**src/rtl/vector_alu_sequencer_pkg.sv**
```systemverilog
// Shared encodings for the vector ALU sequencer.
// SEW codes, FSM states and geometry helpers.
package vector_alu_sequencer_pkg;

  typedef enum logic [1:0] {
    SEW_8   = 2'b00,
    SEW_16  = 2'b01,
    SEW_32  = 2'b10,
    SEW_RSV = 2'b11
  } sew_e;

  typedef enum logic [1:0] {
    S_IDLE  = 2'b00,
    S_RUN   = 2'b01,
    S_DRAIN = 2'b10,
    S_FIN   = 2'b11
  } state_e;

  function automatic int words_of(
    input int vlen,
    input int width
  );
    return vlen / width;
  endfunction

  function automatic int vlmax8_of(input int vlen);
    return vlen / 8;
  endfunction

endpackage

```
**src/rtl/vector_byte_mask_gen.sv**
```systemverilog
// Per-word byte activity mask from element
// index, vl and the v0 mask register.
module vector_byte_mask_gen #(
  parameter int VLMAX8 = 16,
  parameter int AW     = 2,
  parameter int VLW    = 5
) (
  input  logic [AW-1:0]     word,
  input  logic [1:0]        sew,
  input  logic [VLW-1:0]    vl_eff,
  input  logic              vm,
  input  logic [VLMAX8-1:0] v0,
  output logic [3:0]        mask
);

  localparam int GW = AW + 2;

  function automatic logic byte_on(
    input logic [GW-1:0]     g,
    input logic [1:0]        s,
    input logic [VLW-1:0]    vl,
    input logic              m,
    input logic [VLMAX8-1:0] v
  );
    logic [GW-1:0] e;
    e = g >> s;
    return (VLW'(e) < vl) && (m || v[e]);
  endfunction

  always_comb begin
    mask = '0;
    for (int b = 0; b < 4; b++) begin
      mask[b] = byte_on({word, 2'(b)},
                        sew, vl_eff, vm, v0);
    end
  end

endmodule

```
**src/rtl/vector_alu_sequencer.sv**
```systemverilog
// Walks a vector register word by word through
// the packed add/sub ALU with masked writeback.
module vector_alu_sequencer
  import vector_alu_sequencer_pkg::*;
#(
  parameter int WIDTH = 32,
  parameter int VLEN  = 128,
  localparam int WORDS  = words_of(VLEN, WIDTH),
  localparam int VLMAX8 = vlmax8_of(VLEN),
  localparam int AW     = $clog2(WORDS),
  localparam int VLW    = $clog2(VLMAX8) + 1
) (
  input  logic              i_clk,
  input  logic              i_rst,
  input  logic              i_start,
  input  logic [1:0]        i_sew,
  input  logic [VLW-1:0]    i_vl,
  input  logic              i_vm,
  input  logic              i_sub,
  input  logic [VLMAX8-1:0] i_v0,
  output logic              o_rd_en,
  output logic [AW-1:0]     o_rd_addr,
  input  logic [WIDTH-1:0]  i_rd_data1,
  input  logic [WIDTH-1:0]  i_rd_data2,
  output logic [WIDTH-1:0]  o_alu_in1,
  output logic [WIDTH-1:0]  o_alu_in2,
  output logic              o_alu_8bits,
  output logic              o_alu_16bits,
  output logic              o_alu_sub,
  output logic [3:0]        o_alu_masks,
  input  logic [WIDTH-1:0]  i_alu_result,
  output logic              o_wr_en,
  output logic [AW-1:0]     o_wr_addr,
  output logic [WIDTH-1:0]  o_wr_data,
  output logic [3:0]        o_wr_be,
  output logic              o_busy,
  output logic              o_done,
  output logic              o_err
);

  state_e            state;
  logic [1:0]        sew_q;
  logic              vm_q;
  logic              sub_q;
  logic [VLMAX8-1:0] v0_q;
  logic [VLW-1:0]    vl_q;
  logic [AW-1:0]     last_q;
  logic              s1_valid;
  logic [AW-1:0]     s1_addr;
  logic [3:0]        rd_mask;

  logic [VLW-1:0]    vmax_c;
  logic [VLW-1:0]    vl_eff_c;
  logic [VLW+1:0]    bytes_c;
  logic [VLW+1:0]    nw_c;
  logic [AW-1:0]     last_c;
  logic              empty_c;
  logic              rsv_c;

  always_comb begin
    vmax_c   = VLW'(VLMAX8) >> i_sew;
    vl_eff_c = (i_vl < vmax_c) ? i_vl : vmax_c;
    bytes_c  = (VLW+2)'(vl_eff_c) << i_sew;
    nw_c     = (bytes_c + (VLW+2)'(3)) >> 2;
    last_c   = AW'(nw_c - (VLW+2)'(1));
    rsv_c    = (i_sew == SEW_RSV);
    empty_c  = rsv_c || (vl_eff_c == '0);
  end

  vector_byte_mask_gen #(
    .VLMAX8 (VLMAX8),
    .AW     (AW),
    .VLW    (VLW)
  ) u_mask (
    .word   (o_rd_addr),
    .sew    (sew_q),
    .vl_eff (vl_q),
    .vm     (vm_q),
    .v0     (v0_q),
    .mask   (rd_mask)
  );

  assign o_alu_in1 = s1_valid ? i_rd_data1 : '0;
  assign o_alu_in2 = s1_valid ? i_rd_data2 : '0;

  always_ff @(posedge i_clk) begin
    if (i_rst) begin
      state        <= S_IDLE;
      sew_q        <= '0;
      vm_q         <= 1'b0;
      sub_q        <= 1'b0;
      v0_q         <= '0;
      vl_q         <= '0;
      last_q       <= '0;
      s1_valid     <= 1'b0;
      s1_addr      <= '0;
      o_rd_en      <= 1'b0;
      o_rd_addr    <= '0;
      o_alu_8bits  <= 1'b0;
      o_alu_16bits <= 1'b0;
      o_alu_sub    <= 1'b0;
      o_alu_masks  <= '0;
      o_wr_en      <= 1'b0;
      o_wr_addr    <= '0;
      o_wr_data    <= '0;
      o_wr_be      <= '0;
      o_busy       <= 1'b0;
      o_done       <= 1'b0;
      o_err        <= 1'b0;
    end else begin
      o_done <= 1'b0;
      o_err  <= 1'b0;
      // operand stage: mask/controls line up with returning read data
      s1_valid     <= o_rd_en;
      s1_addr      <= o_rd_addr;
      o_alu_masks  <= o_rd_en ? rd_mask : '0;
      o_alu_8bits  <= o_rd_en && (sew_q == SEW_8);
      o_alu_16bits <= o_rd_en && (sew_q == SEW_16);
      o_alu_sub    <= o_rd_en && sub_q;
      o_wr_en      <= s1_valid;
      o_wr_addr    <= s1_valid ? s1_addr : '0;
      o_wr_data    <= s1_valid ? i_alu_result : '0;
      o_wr_be      <= s1_valid ? o_alu_masks : '0;
      unique case (state)
        S_IDLE: begin
          if (i_start) begin
            sew_q  <= i_sew;
            vm_q   <= i_vm;
            sub_q  <= i_sub;
            v0_q   <= i_v0;
            vl_q   <= vl_eff_c;
            last_q <= last_c;
            o_busy <= 1'b1;
            if (empty_c) begin
              state  <= S_FIN;
              o_done <= 1'b1;
              o_err  <= rsv_c;
            end else begin
              state     <= S_RUN;
              o_rd_en   <= 1'b1;
              o_rd_addr <= '0;
            end
          end
        end
        S_RUN: begin
          if (o_rd_addr == last_q) begin
            o_rd_en   <= 1'b0;
            o_rd_addr <= '0;
            state     <= S_DRAIN;
          end else begin
            o_rd_addr <= o_rd_addr + 1'b1;
          end
        end
        S_DRAIN: begin
          if (o_wr_en && !s1_valid) begin
            state  <= S_FIN;
            o_done <= 1'b1;
          end
        end
        S_FIN: begin
          o_busy <= 1'b0;
          state  <= S_IDLE;
        end
        default: state <= S_IDLE;
      endcase
    end
  end

endmodule

```
**config.mk**
```make
export PLATFORM = sky130hd
export DESIGN_NAME = vector_alu_sequencer
export DESIGN_NICKNAME = d
export VERILOG_FILES = /design/src/rtl/vector_alu_sequencer_pkg.sv /design/src/rtl/vector_byte_mask_gen.sv /design/src/rtl/vector_alu_sequencer.sv
export SDC_FILE = /design/constraint.sdc
export NUM_CORES = 1
export LEC_CHECK = 0
export BUFFER_PORTS_ARGS = -buffer_cell sky130_fd_sc_hd__buf_2
export CORE_MARGIN = 2
export CORE_UTILIZATION = 48
export CTS_CLUSTER_SIZE = 14
export DETAILED_ROUTE_END_ITERATION = 10
export MAX_ROUTING_LAYER = met4
export PLACE_DENSITY_LB_ADDON = 0.05
export SYNTH_ARGS = -nofsm -noshare
export SYNTH_HDL_FRONTEND = slang
export SYNTH_SLANG_ARGS = --single-unit
```
**constraint.sdc**
```tcl
create_clock -name i_clk -period 5.6 [get_ports i_clk]
set_input_delay 0.84 -clock i_clk [delete_from_list [all_inputs] [get_ports i_clk]]
set_output_delay 0.84 -clock i_clk [all_outputs]
set_load 0.02 [all_outputs]
```
== After elaboration in Yosys (flattened, before gate mapping) ==
Cells that the tools add are included.

* Flip-flop bits (word level): 84
* Bits of input ports: 124
* Logic and storage cells: 112

* Add/subtract/negate cells: 3
* Order comparisons: 9
* Equality and inequality tests: 10
* Shift-type cells: 6
* Multiplexer cells: 30
* Bitwise gates (word level): 5
* Reductions and logical operators: 27

{| class="wikitable"
|+ Operators with widths
! cell !! number
|-
| $mux W32 || 2
|-
| $lt A4 B5 Y1 || 4
|-
| $lt A4 B5 Y1 const B || 4
|-
| $bmux W1 S4 || 4
|-
| $shr A4 B2 Y4 || 4
|-
| $mux W2 || 7
|-
| $mux W1 || 11
|-
| $logic_and A1 B1 Y1 || 8
|-
| $ne A2 B2 Y1 const B || 4
|-
| $pmux W2 S4 || 1
|-
| $eq A2 B2 Y1 const B || 3
|-
| $pmux W1 S2 || 3
|-
| $reduce_and A3 Y1 || 2
|-
| $logic_not A5 Y1 || 1
|-
| $logic_or A1 B1 Y1 || 5
|-
| $lt A5 B5 Y1 || 1
|-
| $mux W5 || 1
|-
| $not A1 Y1 || 5
|-
| $shl A5 B2 Y4 || 1
|-
| $shr A5 B2 Y5 const A || 1
|-
| $add A4 B2 Y4 const B || 1
|-
| $eq A2 B1 Y1 const B || 2
|-
| $logic_not A2 Y1 || 2
|-
| $pmux W2 S2 || 1
|-
| 9 further kinds || 12
|}

== Logic depth before layout (Yosys ltp) ==
Gate-level depths: netlist of the first run.

* Word-level depth: 8
* Depth in mapped cells: 10
* Mapped depth without buffers: 9

== Modules after synthesis ==
From an unflattened synthesis of the first run, not the netlist that was laid out.

* Cell total of the unflattened synthesis: 536
* Area total of the unflattened synthesis: 4496.8 sq um

{| class="wikitable"
|+ Modules (own cells, without submodules)
! module !! instances !! cells an instance !! area each (sq um)
|-
| vector_alu_sequencer || 1 || 384 || 3437.0
|-
| vector_byte_mask_gen || 1 || 152 || 1059.8
|}

== Least setup slack after synthesis of the first run ==
Ideal clock, no wire load.

* Kind: in2reg
* Start point: input port i_sew[0]
* End point: register state[1]
* Library setup time: 0.067 ns
* Data arrival time: 2.658 ns
* Slack: 2.875 ns
* Stages: 8
* Buffers on the path: 1
* Cells stage by stage: clkbuf_1 > nand2_1 > ha_1 > o21a_1 > a2bb2oi_2 > o41a_1 > a211o_1 > a21oi_2

* Word-level cells in the longest chain between the ends: 8
* Elaborated cells on any way between the ends: 9
* Those cells by class: order compare: 1; eq/ne: 1; shift: 1; mux: 4; reduce/logical: 2

{| class="wikitable"
|+ Ends and longest elaborated chain
! element !! RTL line !! text
|-
| start, declared || vector_alu_sequencer.sv:16 || <nowiki>input logic [1:0] i_sew,</nowiki>
|-
| $shr A5 B2 Y5 || vector_alu_sequencer.sv:61 || <nowiki>vmax_c = VLW'(VLMAX8) >> i_sew;</nowiki>
|-
| $lt A5 B5 Y1 || vector_alu_sequencer.sv:62 || <nowiki>vl_eff_c = (i_vl < vmax_c) ? i_vl : vmax_c;</nowiki>
|-
| $mux W5 || vector_alu_sequencer.sv:62 ||
|-
| $logic_not A5 Y1 || vector_alu_sequencer.sv:67 || <nowiki>empty_c = rsv_c || (vl_eff_c == '0);</nowiki>
|-
| $logic_or A1 B1 Y1 * || vector_alu_sequencer.sv:67 ||
|-
| $mux W2 * || vector_alu_sequencer.sv:134 || <nowiki>if (empty_c) begin</nowiki>
|-
| $mux W2 * || vector_alu_sequencer.sv:126 || <nowiki>if (i_start) begin</nowiki>
|-
| $pmux W2 S4 * || vector_alu_sequencer.sv:124 || <nowiki>unique case (state)</nowiki>
|-
| end signal, assigned || vector_alu_sequencer.sv:135 || <nowiki>state <= S_FIN;</nowiki>
|-
| end signal, assigned || vector_alu_sequencer.sv:139 || <nowiki>state <= S_RUN;</nowiki>
|-
| end signal, assigned || vector_alu_sequencer.sv:149 || <nowiki>state <= S_DRAIN;</nowiki>
|-
| end, declared || vector_alu_sequencer.sv:41 || <nowiki>state_e state;</nowiki>
|}

Every way passes the cells marked *; elsewhere a longest branch is shown, timed or not. The select of a mux whose other input is x is not followed.
A chain may end at the register's enable or synchronous reset.

== Worst setup path in the final report of the first run ==
* Start point: register o_rd_addr[1]
* End point: register o_alu_masks[1]

* Word-level cells in the longest chain between the ends: 5
* Elaborated cells on any way between the ends: 6
* Those cells by class: order compare: 1; shift: 1; mux: 2; reduce/logical: 2

{| class="wikitable"
|+ Ends and longest elaborated chain
! element !! RTL line !! text
|-
| start, declared || vector_alu_sequencer.sv:22 || <nowiki>output logic [AW-1:0] o_rd_addr,</nowiki>
|-
| start signal, assigned || vector_alu_sequencer.sv:151 || <nowiki>o_rd_addr <= o_rd_addr + 1'b1;</nowiki>
|-
| $shr A4 B2 Y4 * || vector_byte_mask_gen.sv:26 || <nowiki>e = g >> s;</nowiki>
|-
| $bmux W1 S4 || vector_byte_mask_gen.sv:27 || <nowiki>return (VLW'(e) < vl) && (m || v[e]);</nowiki>
|-
| $mux W1 (not written as such) || vector_byte_mask_gen.sv:27 ||
|-
| $logic_or A1 B1 Y1 || vector_byte_mask_gen.sv:27 ||
|-
| $logic_and A1 B1 Y1 * || vector_byte_mask_gen.sv:27 ||
|-
| end signal, assigned || vector_alu_sequencer.sv:116 || <nowiki>o_alu_masks <= o_rd_en ? rd_mask : '0;</nowiki>
|-
| end, declared || vector_alu_sequencer.sv:30 || <nowiki>output logic [3:0] o_alu_masks,</nowiki>
|}

Marked as above.

==> results.json, run 1 <==
{
  "p_clk_share_pct": 22.5,
  "io_buffer_count": 239,
  "clock-sinks": 84,
  "grt_start_max_net_pins": 49,
  "status": "complete, no violations",
  "cts.repair.resized": 0,
  "avgSynthCellArea_um2": 8.28,
  "start_util_pct": 48.7,
  "pre_cts_ws_ns": 2.67,
  "regArea_um2": 1680,
  "cp_cell_sequence": "clkinv_2 > nor3_2 > ha_1 > a21oi_1 > nor2_1 > nor2_1 > o21ai_0 > nor4_1",
  "yosys_register_bits": 84,
  "setup_ws_ns": 2.94,
  "post-route-util_pct": 65.0,
  "p_comb_share_pct": 38.1,
  "hpwlAfterDp_um": 11500,
  "clk_latency_ns": 0.37,
  "drt_pre_antenna_iters": 5,
  "synth_common_cells": "and2_1 (105), dfxtp_1 (84), nand2_1 (65)",
  "path_class": "reg2reg",
  "coreArea_um2": 8590,
  "drt_wl_total_um": 14500,
  "finalCritPeriodShare_pct": 47.5,
  "p_leak_nw": 2.83,
  "syn_nets": 642,
  "tritoncts": "built",
  "antenna_left": 0,
  "rsz0062_at_grt": "false",
  "fin_total_pwr_mw": 1.90,
  "path_common_cell": "nor2_1",
  "worst_pin_slew_ns": 1.07,
  "place_area_um2": 5380,
  "crit_slowest_cell": "dfxtp_1",
  "startpoint_type": "register",
  "dp_cells": 823,
  "antenna_found_initial": 1,
  "syn_inst": 506,
  "die_area_um2": 9490,
  "slew_viol_final": 0,
  "final_layout_size_suffix_gt1_share_pct": 37.1,
  "route.vias.total": 4455,
  "cts_buffers": 9,
  "synthTopCellsByArea": "dfxtp_1 (40%), and2_1 (16%), nand2_1 (5.8%)",
  "grt_pass1_wl_um": 22200,
  "grtUsageTotal_pct": 31.0,
  "viasPerCell": 5.30,
  "multi_input_comb_area_um2": 2270,
  "die_x_um": 97.4,
  "gp_congestion": 1.01,
  "relSlewSlack_pct": 28.1,
  "cp_data_arrival_time_ns": 2.93,
  "power_density_nw_per_um2": 341,
  "synth_cell_type_count": 59,
  "yosysMostFrequentCell": "and2_1",
  "async_flop_share_pct": 0,
  "hp-class": "reg2reg",
  "crit_required_ns": 5.88,
  "final_cells": 840,
  "dieHeight_um": 97.4,
  "clock_skew_ns": 0.0147,
  "syn_to_final_growth_pct": 33.4,
  "p_switching_uw": 782,
  "hold_viol": 0,
  "synthFlopType": "dfxtp_1",
  "switching_share_pct": 41.1,
  "fmax_mhz": 376,
  "clk_path_buf_depth": 2,
  "tns_ns": 0,
  "crit_path_end_kind": "register",
  "n_fill_cell": 786,
  "synth_top_area_share_pct": 40.2,
  "critPathMaxFanout": 18,
  "ir_drop_mv": 0.219,
  "synth_edf_count": 0,
  "ios": 240,
  "p_seq_share_pct": 39.4,
  "overflow": 0,
  "cts-root-buf": "clkbuf_8",
  "netlist_area_um2": 4190,
  "htreeDepth": 3,
  "wl_per_cell_um": 17.3,
  "initialDrtViolationCount": 249,
  "core.rowCount": 34,
  "post-cts-setup-buffers": 0,
  "cp_slowest_stage_delay_ns": 0.80,
  "yosysTopAreaCell": "dfxtp_1",
  "cts_hold_buf": 0,
  "holdWs_ns": 0.434,
  "path_buf_inv": 1,
  "max_cap_violations": 0,
  "crit_family": "simple AND/OR/NAND/NOR gates",
  "finalSetupViolCount": 0,
  "drcViolationCount": 0,
  "internal_power_mw": 1.12,
  "finalWorstPathRequiredPeriod_ns": 2.66,
  "grt_pass1_vias": 4024,
  "fin_nets": 862,
  "cts.clk_slew.worst_paths_ns": 0.10,
  "yosys_warnings": 0,
  "ys_seq_area_share_pct": 40.2,
  "postLayoutCellArea_um2": 5590
}
-- cells by family (layout without fill, tap and decap cells) --
group / Yosys count / count (layout) / synth area share [%]
DFF: 84 / 84 / 40.2
adders and majority gates: 12 / 12 / 3.59
other: 0 / 1 / 0
buffers and inverters: 54 / 279 / 5.74
muxes: 4 / 4 / 1.25
xor gates and xnor gates: 3 / 3 / 0.628
and+or+nand+nor: 233 / 233 / 29.3
AOI/OAI and AO/OA: 116 / 116 / 19.4
-- sequential cells by signal, indices dropped and copies added (netlist names) --
signal        count
o_alu_sub         1
sew_q             2
vl_q              5
o_alu_8bits       1
o_alu_masks       4
s1_addr           2
vm_q              1
o_busy            1
state             2
o_rd_addr         2
last_q            2
sub_q             1
o_rd_en           1
o_wr_addr         2
o_done            1
o_err             1
o_wr_data        32
o_wr_en           1
o_wr_be           4
s1_valid          1
o_alu_16bits      1
v0_q             16
-- worst paths after layout --
kind,start,endpoint,slack (ns),cells past startpoint
min reg2reg,s1_addr[0],o_wr_addr[0],0.43,1
min,s1_addr[0],o_wr_addr[0],0.43,1
max reg2reg,o_rd_addr[1],o_alu_masks[1],2.94,8
max,o_rd_addr[1],o_alu_masks[1],2.94,8
-- layer usage --
metal | GRT usage (%) | vias up | wire length, um
met5 | - | - | 0
li1 | - | 2160 | -
met4 | 10.0 | 0 | 396
met1 | 40.7 | 2037 | 5990
met3 | 9.21 | 27 | 1400
met2 | 46.2 | 231 | 6720
-- area by class of cell --
class                   instances  area share (%)
clock buffers                   9            2.22
well taps                     108            2.42
diodes                          1          0.0448
clock inverters                 7            1.37
flip-flops and latches         84            30.1
repair buffers                242            21.8
inverters                      21            1.43
multi-input cells             368            40.6
-- cell usage in the layout (no fill, tap or decap), drive strengths merged, types with 3 or more instances in the layout --
master     n
nor3       7
o2bb2ai    4
nand4      3
xor2       3
a21oi     34
o221ai     5
mux2i      4
nand2     65
inv       24
clkbuf     9
o21ai     19
o22ai      3
buf      242
a221oi    10
and2     105
a2bb2oi    3
nor2b      7
clkinv     4
ha        12
nand2b     5
dfxtp     84
nand3      3
a32oi      3
a31oi      4
a211oi     7
nor2      31
-- power by group through the flow --
stage	sequential (mW)	clock, mW	combinational [mW]
floorplan	0.768	0	0.475
global placement	0.759	0	0.706
detailed placement	0.763	0	0.717
CTS	0.749	0.439	0.721
global route	0.760	0.470	0.791
finish	0.751	0.428	0.725
No activity file was read; power rests on OpenSTA's default activity.
==> run 2: changes to the inputs <==
--- a/config.mk
+++ b/config.mk
@@ -7,7 +7,7 @@
 export LEC_CHECK = 0
 export BUFFER_PORTS_ARGS = -buffer_cell sky130_fd_sc_hd__buf_2
 export CORE_MARGIN = 2
-export CORE_UTILIZATION = 48
+export CORE_UTILIZATION = 44
 export CTS_CLUSTER_SIZE = 14
 export DETAILED_ROUTE_END_ITERATION = 10
 export MAX_ROUTING_LAYER = met4
==> constraint.sdc (replaced) <==
create_clock -name i_clk -period 2.71 [get_ports i_clk]
set_input_delay 0.4065 -clock i_clk [delete_from_list [all_inputs] [get_ports i_clk]]
set_output_delay 0.4065 -clock i_clk [all_outputs]
set_load 0.02 [all_outputs]
==> run 2 against run 1 <==
Clock power up 100%. Flip-flop and latch count unchanged. Largest cell class unchanged. Critical endpoint unchanged. Cell count up 3.5%.
==> results.json, run 2 (synthesis results as in run 1) <==
{
  "status": "complete, no violations",
  "overflow": 0,
  "drt_pre_antenna_iters": 5,
  "reg_top3": "o_wr_data (32), v0_q (16), vl_q (5)",
  "drcViolationCount": 0,
  "r2r-start": "sew_q[0]",
  "start_util_pct": 45.3,
  "fmax_mhz": 442,
  "antenna_found_initial": 3,
  "grt_pass1_wl_um": 22400,
  "crit_required_ns": 2.97,
  "hp-class": "in2reg",
  "drt_wl_total_um": 15400,
  "setup_ws_ns": 0.450,
  "critPathLaunch": "sew_q[0]",
  "holdWs_ns": 0.230,
  "ios": 240,
  "finalWorstPathRequiredPeriod_ns": 2.26,
  "clock_skew_ns": 0.0131,
  "die_area_um2": 10300,
  "tritoncts": "built",
  "ir_drop_mv": 0.364,
  "layout_commonest_cell": "buf_2",
  "cts-root-buf": "clkbuf_8",
  "max_cap_violations": 0,
  "grt_start_max_net_pins": 66,
  "fin_nets": 867,
  "place_area_um2": 5450,
  "clk_latency_ns": 0.37,
  "rsz0062_at_grt": "false",
  "cp_data_arrival_time_ns": 2.52,
  "die_x_um": 102,
  "clk_path_buf_depth": 2,
  "viasPerCell": 5.16,
  "r2r_setup_slack_ns": 0.45,
  "regMostFlops": "o_wr_data",
  "route.vias.total": 4486,
  "post-cts-setup-buffers": 0,
  "worst_pin_slew_ns": 1.04,
  "postLayoutCellArea_um2": 5650,
  "final_cells": 869,
  "dp_cells": 849,
  "relSlewSlack_pct": 30.1,
  "p_leak_nw": 2.85,
  "wl_per_cell_um": 17.8,
  "htreeDepth": 3,
  "core.rowCount": 35,
  "cts.repair.resized": 0,
  "grtUsageTotal_pct": 29.7,
  "finalSetupViolCount": 0,
  "hold_start": "i_alu_result[4]",
  "coreArea_um2": 9240,
  "dieHeight_um": 102,
  "syn_to_final_growth_pct": 34.9,
  "tns_ns": 0,
  "final_layout_size_suffix_gt1_share_pct": 37.5,
  "cts_buffers": 9,
  "largest_reg_flops": 32,
  "path_class": "reg2reg",
  "startpoint_type": "register",
  "finalCritPeriodShare_pct": 83.4,
  "clock-sinks": 84,
  "io_buffer_count": 239,
  "power_density_nw_per_um2": 698,
  "cts.clk_slew.worst_paths_ns": 0.10,
  "critPathMaxFanout": 12,
  "hpwlAfterDp_um": 12400,
  "layout_common_cells": "buf_2 (239), and2_1 (105), dfxtp_1 (84)",
  "gp_congestion": 0.914,
  "antenna_left": 0,
  "hold_viol": 0,
  "pre_cts_ws_ns": 0.235,
  "crit_path_end_kind": "register",
  "grt_pass1_vias": 4107,
  "slew_viol_final": 0,
  "cts_hold_buf": 0,
  "initialDrtViolationCount": 340
}
-- run 2: cell types whose count changed in the layout (fill, tap and decap cells not counted) --
cell / previous run / this run
inv_6: 1 / 2
clkinv_4: 2 / 1
inv_8: 3 / 1
buf_4: 3 / 8
clkinvlp_4: 0 / 2
diode_2: 1 / 4
-- run 2: final cells by class --
| type | instances | area (um2) |
|---|---|---|
| inverter | 21 | 80.1 |
| sequential | 84 | 1680 |
| antenna | 4 | 10.0 |
| multi-input combinational | 368 | 2270 |
| fill | 873 | 3590 |
| timing repair buffer | 247 | 1260 |
| clock buffer | 9 | 124 |
| tap | 129 | 161 |
| clock inverter | 7 | 68.8 |
-- run 2: final timing paths --
kind / endpoint / depth (start not counted)
worst max-delay path: o_alu_masks[1] / 7
worst min-delay path: o_wr_data[4] / 2
worst max register to register: o_alu_masks[1] / 7
worst min register to register: o_wr_addr[0] / 1
-- run 2: metrics by stage --
step	power (mW)	util, %
floorplan	2.57	-
global placement	3.05	59.0
detailed placement	3.08	59.0
CTS	3.95	61.0
global route	4.17	61.2
finish	3.94	61.2
-- run 2: layer usage --
layer	vias up	part of all wire, %	track usage, %	wire (um)
li1	2176	-	-	-
met1	2064	42	35.4	6500
met2	219	47	47.5	7290
met3	27	9.6	11.2	1480
met4	0	1.1	6.76	168
met5	-	0	-	0
-- run 2: power breakdown --
| group | switching, mW | internal [mW] |
|---|---|---|
| combinational | 0.958 | 0.570 |
| clock | 0.515 | 0.355 |
| sequential | 0.148 | 1.40 |
-- run 2: critical path: stages (launching register included) --
cell and delay (ns):
dfxtp_1 0.47, nor3_2 0.55, ha_1 0.35, a21oi_1 0.15
nor2_1 0.06, nor2_1 0.12, o21ai_0 0.17, nor4_1 0.29
